<file path="src/rtl/dct_zigzag_serializer.sv">
// Collects DIM result vectors of one DCT block and streams the coefficients in zigzag order.
// Define DCT_ZZ_PINGPONG_EN for a two-bank store that fills one block while the other drains.
module dct_zigzag_serializer #(
  parameter int unsigned WIDTH     = 16,
  parameter int unsigned DIM       = 8,
  parameter int unsigned IDX_WIDTH = $clog2(DIM*DIM)
) (
  input  logic                    clk,
  input  logic                    rst,
  input  logic                    valid_in,
  input  logic [DIM*WIDTH-1:0]    in_vec,
  output logic                    in_ready,
  output logic signed [WIDTH-1:0] coef_out,
  output logic [IDX_WIDTH-1:0]    coef_idx,
  output logic                    coef_valid,
  input  logic                    coef_ready,
  output logic                    coef_last,
  output logic                    overflow
);

  localparam int unsigned NCOEF = DIM*DIM;
  localparam int          DIM_I = int'(DIM);
  localparam int unsigned VEC_W = (DIM > 1) ? $clog2(DIM) : 1;
  localparam logic [VEC_W-1:0]     LAST_VEC = VEC_W'(DIM-1);
  localparam logic [IDX_WIDTH-1:0] LAST_K   = IDX_WIDTH'(NCOEF-1);

  // Zigzag table: entry k holds the row-major position r*DIM+c of zigzag index k.
  function automatic logic [NCOEF*IDX_WIDTH-1:0] build_zz();
    logic [NCOEF*IDX_WIDTH-1:0] tab;
    int n;
    int lo;
    int hi;
    int r;
    tab = '0;
    n   = 0;
    for (int s = 0; s < 2*DIM_I-1; s++) begin
      lo = (s > DIM_I-1) ? s-(DIM_I-1) : 0;
      hi = (s < DIM_I) ? s : DIM_I-1;
      for (int j = 0; j < DIM_I; j++) begin
        if (j <= hi-lo) begin
          r = (s % 2 == 1) ? lo+j : hi-j;
          tab[n*IDX_WIDTH +: IDX_WIDTH] = IDX_WIDTH'(r*DIM_I + (s-r));
          n++;
        end
      end
    end
    return tab;
  endfunction

  localparam logic [NCOEF*IDX_WIDTH-1:0] ZZ_TAB = build_zz();

  logic [VEC_W-1:0]     vcnt_q, vcnt_d;
  logic [IDX_WIDTH-1:0] k_q, k_d;
  logic                 capture, xfer, vec_last, drain_last;
  logic                 in_ready_d, coef_valid_d;
  logic [IDX_WIDTH-1:0] rd_pos;
  logic signed [WIDTH-1:0] rd_data;

  assign capture    = valid_in & in_ready;
  assign xfer       = coef_valid & coef_ready;
  assign vec_last   = capture && (vcnt_q == LAST_VEC);
  assign drain_last = xfer && (k_q == LAST_K);

`ifdef DCT_ZZ_PINGPONG_EN

  typedef enum logic [1:0] {EMPTY, FILLING, FULL} bank_t;

  bank_t bank_q [2];
  bank_t bank_d [2];
  logic  fill_sel_q, fill_sel_d;
  logic  drain_sel_q, drain_sel_d;
  logic signed [WIDTH-1:0] store [2][NCOEF];

  always_ff @(posedge clk) begin
    if (!rst) begin
      bank_q[0]   <= EMPTY;
      bank_q[1]   <= EMPTY;
      fill_sel_q  <= 1'b0;
      drain_sel_q <= 1'b0;
    end else begin
      bank_q      <= bank_d;
      fill_sel_q  <= fill_sel_d;
      drain_sel_q <= drain_sel_d;
    end
  end

  // Drain release and fill completion can hit different banks on the same edge.
  always_comb begin
    bank_d      = bank_q;
    fill_sel_d  = fill_sel_q;
    drain_sel_d = drain_sel_q;
    if (drain_last) begin
      bank_d[drain_sel_q] = EMPTY;
      drain_sel_d         = ~drain_sel_q;
    end
    if (capture) begin
      bank_d[fill_sel_q] = vec_last ? FULL : FILLING;
      if (vec_last) begin
        fill_sel_d = ~fill_sel_q;
      end
    end
    in_ready_d   = (bank_d[fill_sel_d] != FULL);
    coef_valid_d = (bank_d[drain_sel_d] == FULL);
  end

  always_ff @(posedge clk) begin
    if (rst && capture) begin
      for (int e = 0; e < DIM_I; e++) begin
        store[fill_sel_q][IDX_WIDTH'(32'(vcnt_q)*DIM + 32'(e))] <= in_vec[e*WIDTH +: WIDTH];
      end
    end
  end

  assign rd_data = store[drain_sel_d][rd_pos];

`else

  typedef enum logic {FILL, DRAIN} state_t;

  state_t state_q, state_d;
  logic signed [WIDTH-1:0] store [NCOEF];

  always_ff @(posedge clk) begin
    if (!rst) begin
      state_q <= FILL;
    end else begin
      state_q <= state_d;
    end
  end

  always_comb begin
    state_d = state_q;
    case (state_q)
      FILL:    if (vec_last)   state_d = DRAIN;
      DRAIN:   if (drain_last) state_d = FILL;
      default: state_d = FILL;
    endcase
    in_ready_d   = (state_d == FILL);
    coef_valid_d = (state_d == DRAIN);
  end

  always_ff @(posedge clk) begin
    if (rst && capture) begin
      for (int e = 0; e < DIM_I; e++) begin
        store[IDX_WIDTH'(32'(vcnt_q)*DIM + 32'(e))] <= in_vec[e*WIDTH +: WIDTH];
      end
    end
  end

  assign rd_data = store[rd_pos];

`endif

  // Counters and the look-ahead read address; zigzag(0) is row 0, never the row written
  // on the completing edge, so no write-to-read bypass is needed for DIM > 1.
  always_comb begin
    vcnt_d = vcnt_q;
    k_d    = k_q;
    if (capture) begin
      vcnt_d = vec_last ? '0 : vcnt_q + VEC_W'(1);
    end
    if (xfer) begin
      k_d = drain_last ? '0 : k_q + IDX_WIDTH'(1);
    end
    rd_pos = ZZ_TAB[32'(k_d)*IDX_WIDTH +: IDX_WIDTH];
  end

  always_ff @(posedge clk) begin
    if (!rst) begin
      vcnt_q     <= '0;
      k_q        <= '0;
      in_ready   <= 1'b1;
      coef_valid <= 1'b0;
      coef_last  <= 1'b0;
      coef_idx   <= '0;
      coef_out   <= '0;
      overflow   <= 1'b0;
    end else begin
      vcnt_q     <= vcnt_d;
      k_q        <= k_d;
      in_ready   <= in_ready_d;
      coef_valid <= coef_valid_d;
      coef_last  <= coef_valid_d && (k_d == LAST_K);
      coef_idx   <= coef_valid_d ? k_d : '0;
      coef_out   <= coef_valid_d ? rd_data : '0;
      overflow   <= overflow | (valid_in & ~in_ready);
    end
  end

endmodule

</file>
<file path="config.mk">
export PLATFORM = sky130hd
export DESIGN_NAME = dct_zigzag_serializer
export DESIGN_NICKNAME = d
export VERILOG_FILES = /design/src/rtl/dct_zigzag_serializer.sv
export SDC_FILE = /design/constraint.sdc
export NUM_CORES = 1
export LEC_CHECK = 0
export ABC_CLOCK_PERIOD_IN_PS = 14100
export BUFFER_PORTS_ARGS = -buffer_cell sky130_fd_sc_hd__clkbuf_2
export CAP_MARGIN = 30
export CORE_ASPECT_RATIO = 0.8
export CORE_MARGIN = 2
export CORE_UTILIZATION = 40
export CTS_BUF_LIST = sky130_fd_sc_hd__clkbuf_8
export DETAILED_ROUTE_END_ITERATION = 16
export PLACE_DENSITY_LB_ADDON = 0.15
export REMOVE_ABC_BUFFERS = 1
export SLEW_MARGIN = 20
export SYNTH_ARGS = -nofsm -noshare
export SYNTH_HDL_FRONTEND = slang
export SYNTH_SLANG_ARGS = --single-unit
</file>
<file path="constraint.sdc">
create_clock -name clk -period 14.1 [get_ports clk]
set_input_delay 2.82 -clock clk [delete_from_list [all_inputs] [get_ports clk]]
set_output_delay 2.82 -clock clk [all_outputs]
set_load 0.05 [all_outputs]
</file>
==> results of run 1 <==
-- flip-flops by register name (all words and copies together) (netlist names) --
name and cells:
k_q 6, coef_idx 6, overflow 1, coef_last 1
coef_valid 1, in_ready 1, vcnt_q 3, store 1024
coef_out 16
-- placed cells by master, fill, tap and decap left out, drive strengths merged, types with 35 or more instances in the layout --
cell / instances
edfxtp: 1024
inv: 79
clkbuf: 332
a22o: 41
dfxtp: 35
mux2i: 185
buf: 56
nand2: 510
a21oi: 159
mux4: 35
nand3: 269
o21ai: 35
o22ai: 36
clkinv: 43
nor3: 66
-- worst paths after layout --
path | startpoint | end | slack (ns) | cells past startpoint
max | coef_ready | coef_out[12]$_SDFF_PN0_ | 6.53 | 15
min | overflow$_SDFF_PN0_ | overflow$_SDFF_PN0_ | 0.46 | 1
min reg2reg | overflow$_SDFF_PN0_ | overflow$_SDFF_PN0_ | 0.46 | 1
max reg2reg | k_q[0]$_SDFF_PN0_ | coef_out[4]$_SDFF_PN0_ | 7.81 | 17
-- report_power, final --
part	internal, µW	switching [µW]
Clock	1150	1190
Combinational	23.1	90.0
Sequential	3490	7.95
Total	4660	1290
-- metrics by stage --
stage	instance area (µm²)	power, µW
2_1_floorplan	41300	3600
3_3_place_gp	44400	3670
3_5_place_dp	44500	3680
4_1_cts	47400	6020
5_1_grt	47500	6160
6_report	47500	5950
-- layer usage --
metal  global-route usage  vias up
met5                    0        -
met4               0.0624       10
met3               0.0408      162
met2                0.330      993
met1                0.299    12900
li1                     -    11300
-- worst reg2reg max path, delay by kind of cell (launching register included) --
kind / cells / cell delay (ns)
buffers and inverters: 4 / 1.93
flip-flops: 1 / 0.90
AO/OA/AOI/OAI: 6 / 1.53
adder cells (fa/ha/maj): 2 / 0.94
AND/OR/NAND/NOR: 5 / 0.88
-- area by class of cell --
type | count | area share
Multi-Input combinational cell | 1587 | 0.210
Antenna cell | 3 | 0.000158
Tap cell | 1404 | 0.0370
Sequential cell | 1059 | 0.662
Clock buffer | 175 | 0.0507
Clock inverter | 118 | 0.0112
Inverter | 10 | 0.000790
Timing Repair Buffer | 213 | 0.0291
-- logic make-up (layout without fill, tap and decap cells) --
group	after synthesis	after routing	share of synthesized area
buf+inv	190	516	0.0245
simple gates	963	963	0.103
other cells	0	3	0
compound gates	386	386	0.0616
mux	221	221	0.0627
fa+ha+maj	14	14	0.00414
xor+xnor	3	3	0.00106
flops	1059	1059	0.743
==> reports/qor.tcl, run 1 <==
set qor(topRoutingLayerUsed) {met5}
set qor(syn_to_final_growth_pct) 12.3
set qor(worst_path_max_delay_cell) {buf_4}
set qor(placement_rows) 106
set qor(finalSetupViolCount) 0
set qor(pwr_density_cell_mw_per_mm2) 125
set qor(multiInputGateArea_mm2) 0.00996
set qor(die_width_um) 368
set qor(synthesis.instances) 2836
set qor(portBuffers) 157
set qor(postCtsSetupRepairBufs) 0
set qor(ys_ff_latch) 1059
set qor(cts.hold.buffers_added) 0
set qor(grt_first_pass_wirelength_mm) 168
set qor(tritoncts) {done}
set qor(layout_setup_ws_ns) 6.53
set qor(run_status) {complete, no violations}
set qor(worst_slew_margin_rel) 0.342
set qor(post-synth-top-count-cell) {edfxtp_1}
set qor(routed-via-count) 25400
set qor(fp.dieArea_mm2) 0.108
set qor(layout_worst_path_cycle_share) 0.537
set qor(grt_start_max_net_pins) 140
set qor(grt_overflow) 0
set qor(postRouteWirelength_mm) 115
set qor(fmax_mhz) 132
set qor(core-area_mm2) 0.105
set qor(cp_top_family) {compound AO/OA/AOI/OAI gates}
set qor(worstPathMaxFanout) 56
set qor(setup.worst_path.class) {in -> reg}
set qor(drive_gt1_frac) 0.158
set qor(drv.max_cap_violation_count) 0
set qor(hold_class) {reg -> reg}
set qor(starting_density_of_the_core) 0.404
set qor(critPathArrivalTime_ns) 8.30
set qor(first_iter_violations) 2539
set qor(seq_area_frac_synth) 0.743
set qor(final_nets) 3185
set qor(timing.final.hold_violations) 0
set qor(drc_errors) 0
set qor(synthTopCellsByArea) {edfxtp_1 73%, nand2_1 4.5%, mux2i_1 4.4%}
set qor(die-height_um) 295
set qor(fin_util) 0.454
set qor(number_of_enable_type_register_cells_in_the_synthesized_netlist) 1024
set qor(yosys.cell_types.count) 83
set qor(synthTopCellsByCount) {1024 x edfxtp_1, 508 x nand2_1, 265 x nand3_1, 185 x mux2i_1, 157 x a21oi_1}
set qor(setup.worst_path.end_class) {flop}
set qor(n_fill_cell) 9214
set qor(sum_of_buffers_and_inverters_on_the_critical_path) 4
set qor(worst_ir_drop_vdd_mv) 0.0975
set qor(track_usage) 0.211
set qor(worst_skew_pair.late_latency_ns) 0.84
set qor(min_period_ns) 7.57
set qor(cp-start-kind) {input pin}
set qor(numClockSinks) 1059
set qor(viasPerCell) 5.55
set qor(rsz0062_at_grt) {no}
set qor(timing.critical_path.cells) {clkbuf_2, and2_1, o21ai_1, inv_1, ha_1, nor2_1, nor2_1, o31ai_2, a21o_4, buf_4, buf_4, mux4_2, o22ai_1, nor3_1, a22o_1}
set qor(first_global_vias) 25100
set qor(route.detailed.wl_per_inst_um) 25.2
set qor(register_clock_pin_slew_on_the_reported_worst_setup_and_hold_paths_ns) 0.06
set qor(cts_root_buf) {clkbuf_8}
set qor(fin_tns_setup_ns) 0
set qor(proportion_of_netlist_area_held_by_the_largest_area_contributor) 0.727
set qor(mappedNetlistArea_mm2) 0.0423
set qor(pre_cts_slack_ns) 5.76
set qor(commonest_register_cell_after_synthesis) {edfxtp_1}
set qor(gpl.final_weighted_congestion) 0.841
set qor(final-instance-count-excl-fill) 4569
set qor(synth_warnings) 0
set qor(cts.path.max_buffers) 3
set qor(p_leak_uw) 0.0170
set qor(ys_async_sr_fraction) 0
set qor(synthesis.area_per_instance_um2) 14.9
set qor(tightest_slew_ns) 0.984
set qor(fin_skew_ns) 0.0285
set qor(wl_met3_mm) 8.06
set qor(tritoncts.num_buffers) 168
set qor(worstPathRequired_ns) 14.83
set qor(grt_antenna_before_repair) 11
set qor(met2_length_mm) 53.3
set qor(final_antenna_net_count) 0
set qor(cts_htree_levels) 4
set qor(report.final.slew_viol_count) 0
set qor(hpwl_reported_at_the_end_of_detailed_placement_mm) 64.6
set qor(i_o_pin_count) 158
set qor(drt_pre_antenna_iters) 6
set qor(worst_path_largest_cell_delay_ns) 0.73
set qor(wirelength_met1_mm) 51.7
set qor(placedCellCount) 4267
set qor(postCtsResizedCells) 0
set qor(area_taken_by_flip_flops_and_latches_mm2) 0.0315
set qor(fin_worst_hold_slack_ns) 0.465
set qor(netlist.top_cell.by_area) {edfxtp_1}
Power figures use the tool's default switching activity.
==> run 2, diff against run 1 <==
--- a/config.mk
+++ b/config.mk
@@ -5,7 +5,7 @@
 export SDC_FILE = /design/constraint.sdc
 export NUM_CORES = 1
 export LEC_CHECK = 0
-export ABC_CLOCK_PERIOD_IN_PS = 14100
+export ABC_CLOCK_PERIOD_IN_PS = 7800
 export BUFFER_PORTS_ARGS = -buffer_cell sky130_fd_sc_hd__clkbuf_2
 export CAP_MARGIN = 30
 export CORE_ASPECT_RATIO = 0.8
==> constraint.sdc (replaced) <==
create_clock -name clk -period 7.8 [get_ports clk]
set_input_delay 1.56 -clock clk [delete_from_list [all_inputs] [get_ports clk]]
set_output_delay 1.56 -clock clk [all_outputs]
set_load 0.05 [all_outputs]
==> reports/qor.tcl, run 2 (synthesis gave the netlist of run 1 again) <==
set qor(postCtsResizedCells) 0
set qor(postCtsSetupRepairBufs) 0
set qor(regMostFlops) {store}
set qor(route.detailed.wl_per_inst_um) 25.0
set qor(timing.final.hold_violations) 0
set qor(die-height_um) 295
set qor(drive_gt1_frac) 0.159
set qor(fp.dieArea_mm2) 0.108
set qor(p_leak_uw) 0.0171
set qor(first_global_vias) 25300
set qor(pwr_density_cell_mw_per_mm2) 228
set qor(worst_ir_drop_vdd_mv) 0.170
set qor(final_nets) 3187
set qor(cts.path.max_buffers) 3
set qor(most-common-layout-cells) {1024 x edfxtp_1, 505 x nand2_1, 261 x nand3_1}
set qor(layout.cells.most_common) {edfxtp_1}
set qor(run_status) {complete, no violations}
set qor(track_usage) 0.211
set qor(report.final.slew_viol_count) 0
set qor(tritoncts) {done}
set qor(starting_density_of_the_core) 0.404
set qor(core-area_mm2) 0.105
set qor(finalSetupViolCount) 0
set qor(portBuffers) 157
set qor(drt_pre_antenna_iters) 6
set qor(cts_root_buf) {clkbuf_8}
set qor(fin_skew_ns) 0.0235
set qor(hold_class) {reg -> reg}
set qor(worst_slew_margin_rel) 0.297
set qor(cts_htree_levels) 4
set qor(final_antenna_net_count) 0
set qor(grt_first_pass_wirelength_mm) 168
set qor(postLayoutCellArea_mm2) 0.0477
set qor(postRouteWirelength_mm) 114
set qor(numClockSinks) 1059
set qor(reg_top3) {store x1024, coef_out x16}
set qor(hpwl_reported_at_the_end_of_detailed_placement_mm) 64.1
set qor(setup.worst_path.end_class) {flop}
set qor(min_period_ns) 5.85
set qor(cts.hold.buffers_added) 0
set qor(worstPathMaxFanout) 26
set qor(fmax_mhz) 171
set qor(cp-start-kind) {flop}
set qor(tritoncts.num_buffers) 166
set qor(gpl.final_weighted_congestion) 0.831
set qor(fin_worst_hold_slack_ns) 0.467
set qor(tightest_slew_ns) 1.05
set qor(drv.max_cap_violation_count) 0
set qor(viasPerCell) 5.56
set qor(largest_register_ffs) 1024
set qor(routed-via-count) 25500
set qor(die_width_um) 368
set qor(layout_worst_path_cycle_share) 0.750
set qor(critPathArrivalTime_ns) 6.58
set qor(register_clock_pin_slew_on_the_reported_worst_setup_and_hold_paths_ns) 0.06
set qor(placement_rows) 106
set qor(drc_errors) 0
set qor(first_iter_violations) 2663
set qor(grt_start_max_net_pins) 129
set qor(worst_skew_pair.late_latency_ns) 0.85
set qor(fin_util) 0.456
set qor(grt_overflow) 0
set qor(worstPathRequired_ns) 8.53
set qor(syn_to_final_growth_pct) 12.7
set qor(grt_antenna_before_repair) 14
set qor(i_o_pin_count) 158
set qor(detailed_place.area_mm2) 0.0445
set qor(setup.worst_path.class) {reg -> reg}
set qor(rsz0062_at_grt) {no}
run 2: worst paths after layout:
| check | endpoint | from | cells past startpoint | slack (ns) |
|---|---|---|---|---|
| worst min register to register | overflow$_SDFF_PN0_ | overflow$_SDFF_PN0_ | 1 | 0.47 |
| worst max register to register | coef_out[0]$_SDFF_PN0_ | k_q[0]$_SDFF_PN0_ | 12 | 1.95 |
| worst max-delay path | coef_out[0]$_SDFF_PN0_ | k_q[0]$_SDFF_PN0_ | 12 | 1.95 |
| worst min-delay path | overflow$_SDFF_PN0_ | overflow$_SDFF_PN0_ | 1 | 0.47 |
run 2: area by class of cell:
type	instances	area (µm²)
clock inverter	116	543
multi-input combinational	1587	9960
tap	1404	1760
fill	9255	57000
timing repair buffer	217	1440
antenna	7	17.5
sequential	1059	31500
clock buffer	180	2480
inverter	10	37.5
run 2: critical path: stages, from the launching register on:
cell and delay (ns):
dfxtp_1 0.89, ha_1 0.51, and3_1 0.44, o211ai_1 0.21, a22oi_2 0.63, o21ai_0 0.25, o311ai_1 0.47, nand2_1 0.42
or3_2 0.90, buf_4 0.39, a21oi_1 0.22, nor4_1 0.09, a22o_1 0.28
run 2: report_power, final:
group	leakage [µW]	switching [µW]	internal, µW
combinational	0.00578	164	43.3
clock	0.00176	2160	2180
sequential	0.00953	14.4	6300
run 2: layer usage:
metal / GRT usage / vias up / wire length, µm
li1: - / 11300 / -
met1: 0.302 / 12900 / 51500
met2: 0.321 / 1000 / 51900
met3: 0.0433 / 222 / 8130
met4: 0.0720 / 12 / 2750
met5: 0 / - / 78
run 2: per-stage QoR:
step	TNS (ns)	cells	setup slack [ns]	power, µW
2_1_floorplan	-1000.61	2656	-8.53	6500
3_3_place_gp	0	4271	1.43	6640
3_5_place_dp	0	4272	1.39	6650
4_1_cts	0	4568	1.97	11000
5_1_grt	0	4580	1.61	11200
6_report	0	4580	1.95	10900
==> run 3, diff against run 2 <==
--- a/config.mk
+++ b/config.mk
@@ -5,7 +5,7 @@
 export SDC_FILE = /design/constraint.sdc
 export NUM_CORES = 1
 export LEC_CHECK = 0
-export ABC_CLOCK_PERIOD_IN_PS = 7800
+export ABC_CLOCK_PERIOD_IN_PS = 4930
 export BUFFER_PORTS_ARGS = -buffer_cell sky130_fd_sc_hd__clkbuf_2
 export CAP_MARGIN = 30
 export CORE_ASPECT_RATIO = 0.8
==> constraint.sdc (replaced) <==
create_clock -name clk -period 4.93 [get_ports clk]
set_input_delay 0.986 -clock clk [delete_from_list [all_inputs] [get_ports clk]]
set_output_delay 0.986 -clock clk [all_outputs]
set_load 0.05 [all_outputs]
==> reports/qor.tcl, run 3 (synthesis gave the netlist of run 1 again) <==
set qor(run_status) {complete, no violations}
set qor(drv.max_cap_violation_count) 0
set qor(power_frac_clock) 0.404
set qor(met2_length_mm) 53.0
set qor(track_usage) 0.215
set qor(first_iter_violations) 2723
set qor(final_nets) 3249
set qor(grt_overflow) 0
set qor(final-instance-count-excl-fill) 4652
set qor(rr_endpoint) {coef_out[14]$_SDFF_PN0_}
set qor(cts_htree_levels) 4
set qor(topRoutingLayerUsed) {met5}
set qor(min_period_ns) 4.41
set qor(worstPathRequired_ns) 5.72
set qor(wl_met3_mm) 8.69
set qor(portBuffers) 157
set qor(final_antenna_net_count) 0
set qor(pre_cts_slack_ns) 0.184
set qor(most-common-layout-cells) {1024 x edfxtp_1, 505 x nand2_1, 261 x nand3_1}
set qor(worst_ir_drop_vdd_mv) 0.259
set qor(setup.worst_path.class) {reg -> reg}
set qor(worstPathMaxFanout) 19
set qor(cp-start-kind) {flop}
set qor(fp.dieArea_mm2) 0.108
set qor(layout.cells.most_common) {edfxtp_1}
set qor(r2r_setup_slack_ns) 0.52
set qor(first_global_vias) 25600
set qor(p_int_uw) 13600
set qor(i_o_pin_count) 158
set qor(drc_errors) 0
set qor(netSwitchingFraction) 0.215
set qor(gpl.final_weighted_congestion) 0.870
set qor(postCtsResizedCells) 0
set qor(timing.final.hold_violations) 0
set qor(switching_power_uw) 3730
set qor(syn_to_final_growth_pct) 15.0
set qor(register_clock_pin_slew_on_the_reported_worst_setup_and_hold_paths_ns) 0.06
set qor(hpwl_reported_at_the_end_of_detailed_placement_mm) 69.0
set qor(fmax_mhz) 227
set qor(starting_density_of_the_core) 0.404
set qor(route.detailed.wl_per_inst_um) 25.0
set qor(numClockSinks) 1059
set qor(seq_power_share) 0.577
set qor(grt_start_max_net_pins) 129
set qor(multiInputGateArea_mm2) 0.00996
set qor(regToRegStartpoint) {k_q[5]$_SDFF_PN0_}
set qor(wirelength_met1_mm) 52.3
set qor(hold_class) {in -> reg}
set qor(routed-via-count) 25800
set qor(grt_first_pass_wirelength_mm) 172
set qor(finalSetupViolCount) 0
set qor(cts.hold.buffers_added) 0
set qor(timing.critical_path.cells) {nand2_1, o311a_4, ha_1, o32ai_1, a211oi_1, a31oi_1, a2bb2o_4, a21o_4, buf_12, nor2_8, nand2_1, a41o_1, nor4_1, a22o_1}
set qor(placement_rows) 106
set qor(fin_skew_ns) 0.0468
set qor(pwr_density_cell_mw_per_mm2) 356
set qor(worst_slew_margin_rel) 0.386
set qor(cts.path.max_buffers) 3
set qor(area_taken_by_flip_flops_and_latches_mm2) 0.0315
set qor(cell_depth_of_the_worst_min_delay_path) 1
set qor(largest_register_ffs) 1024
set qor(layout_worst_path_cycle_share) 0.894
set qor(report.final.slew_viol_count) 0
set qor(placedCellCount) 4336
set qor(cp_top_family) {compound AO/OA/AOI/OAI gates}
set qor(critPathArrivalTime_ns) 5.20
set qor(hold_endpoint) {store[23][5]$_DFFE_PP_}
set qor(reg_top3) {store x1024, coef_out x16}
set qor(design_power_total_uw) 17300
set qor(worst-path-stages) 14
set qor(tightest_slew_ns) 0.921
set qor(worst_path_largest_cell_delay_ns) 0.54
set qor(grt_antenna_before_repair) 12
set qor(rsz0062_at_grt) {no}
set qor(combinationalPowerShare) 0.019
set qor(reg2reg_depth) 14
set qor(hold_path_startpoint) {in_vec[117]}
set qor(die_width_um) 368
set qor(viasPerCell) 5.54
set qor(postLayoutCellArea_mm2) 0.0487
set qor(cts_root_buf) {clkbuf_8}
set qor(critical_path.most_common_cell) {nand2_1}
set qor(postRouteWirelength_mm) 116
set qor(fin_worst_hold_slack_ns) 0.444
set qor(regMostFlops) {store}
set qor(drive_gt1_frac) 0.175
set qor(worst_path_max_delay_cell) {dfxtp_1}
set qor(layout_setup_ws_ns) 0.524
set qor(n_fill_cell) 9166
set qor(worst_skew_pair.late_latency_ns) 0.86
set qor(sum_of_buffers_and_inverters_on_the_critical_path) 1
set qor(setup.worst_path.end_class) {flop}
set qor(p_leak_uw) 0.0176
set qor(tritoncts.num_buffers) 169
set qor(drt_pre_antenna_iters) 6
set qor(tritoncts) {done}
set qor(core-area_mm2) 0.105
set qor(die-height_um) 295
set qor(postCtsSetupRepairBufs) 0
set qor(detailed_place.area_mm2) 0.0455
[run 3: cell count changes in the layout (fill, tap and decap cells not counted), sizes merged]
cell	previous run	this run
buf	60	119
inv	75	99
clkinv	42	30
bufinv	2	3
clkbuf	337	338
clkinvlp	7	6
[run 3: how the worst max path moves through the flow]
| stage | start | end | slack, ns |
|---|---|---|---|
| after global placement | coef_ready | coef_out[6]$_SDFF_PN0_ | 0.23 |
| after CTS | k_q[5]$_SDFF_PN0_ | coef_out[14]$_SDFF_PN0_ | 0.61 |
| after detailed placement | coef_ready | coef_out[14]$_SDFF_PN0_ | 0.18 |
| after global routing | k_q[5]$_SDFF_PN0_ | coef_out[14]$_SDFF_PN0_ | 0.34 |
| final | k_q[5]$_SDFF_PN0_ | coef_out[14]$_SDFF_PN0_ | 0.52 |
| after floorplan | coef_ready | coef_out[0]$_SDFF_PN0_ | -10.82 |
[run 3: layer usage]
| metal | GRT usage | vias up |
|---|---|---|
| met4 | 0.0623 | 12 |
| met3 | 0.0450 | 187 |
| met2 | 0.330 | 1038 |
| li1 | - | 11400 |
| met1 | 0.308 | 13100 |
| met5 | 0 | - |
[run 3: layout make-up]
type,instances,share of cell area
flip-flops and latches,1059,0.646
multi-input cells,1587,0.205
clock buffers,181,0.0512
repair buffers,276,0.0476
well taps,1404,0.0361
clock inverters,128,0.0132
inverters,10,0.000771
diodes,7,0.000360
[run 3: worst register-to-register path, delay by kind of cell (launching register included)]
kind,cells,cell delay [ns]
AOI/OAI and AO/OA,8,1.97
adders and majority gates,1,0.39
buffers and inverters,1,0.21
DFF,1,0.54
and+or+nand+nor,4,1.23
[run 3: stage by stage]
step | TNS, ns | utilization
floorplan | -3320.49 | -
global placement | 0 | 0.435
detailed placement | 0 | 0.435
CTS | 0 | 0.465
global route | 0 | 0.465
finish | 0 | 0.465
[run 3: power by group through the flow]
stage                     Combinational (µW)  Clock (µW)  Sequential (µW)
final                                    323        7000            10000
after global placement                   322           0            10200
after floorplan                         73.4           0            10200
after global routing                     353        7580            10000
after CTS                                330        7180            10000
after detailed placement                 329           0            10200
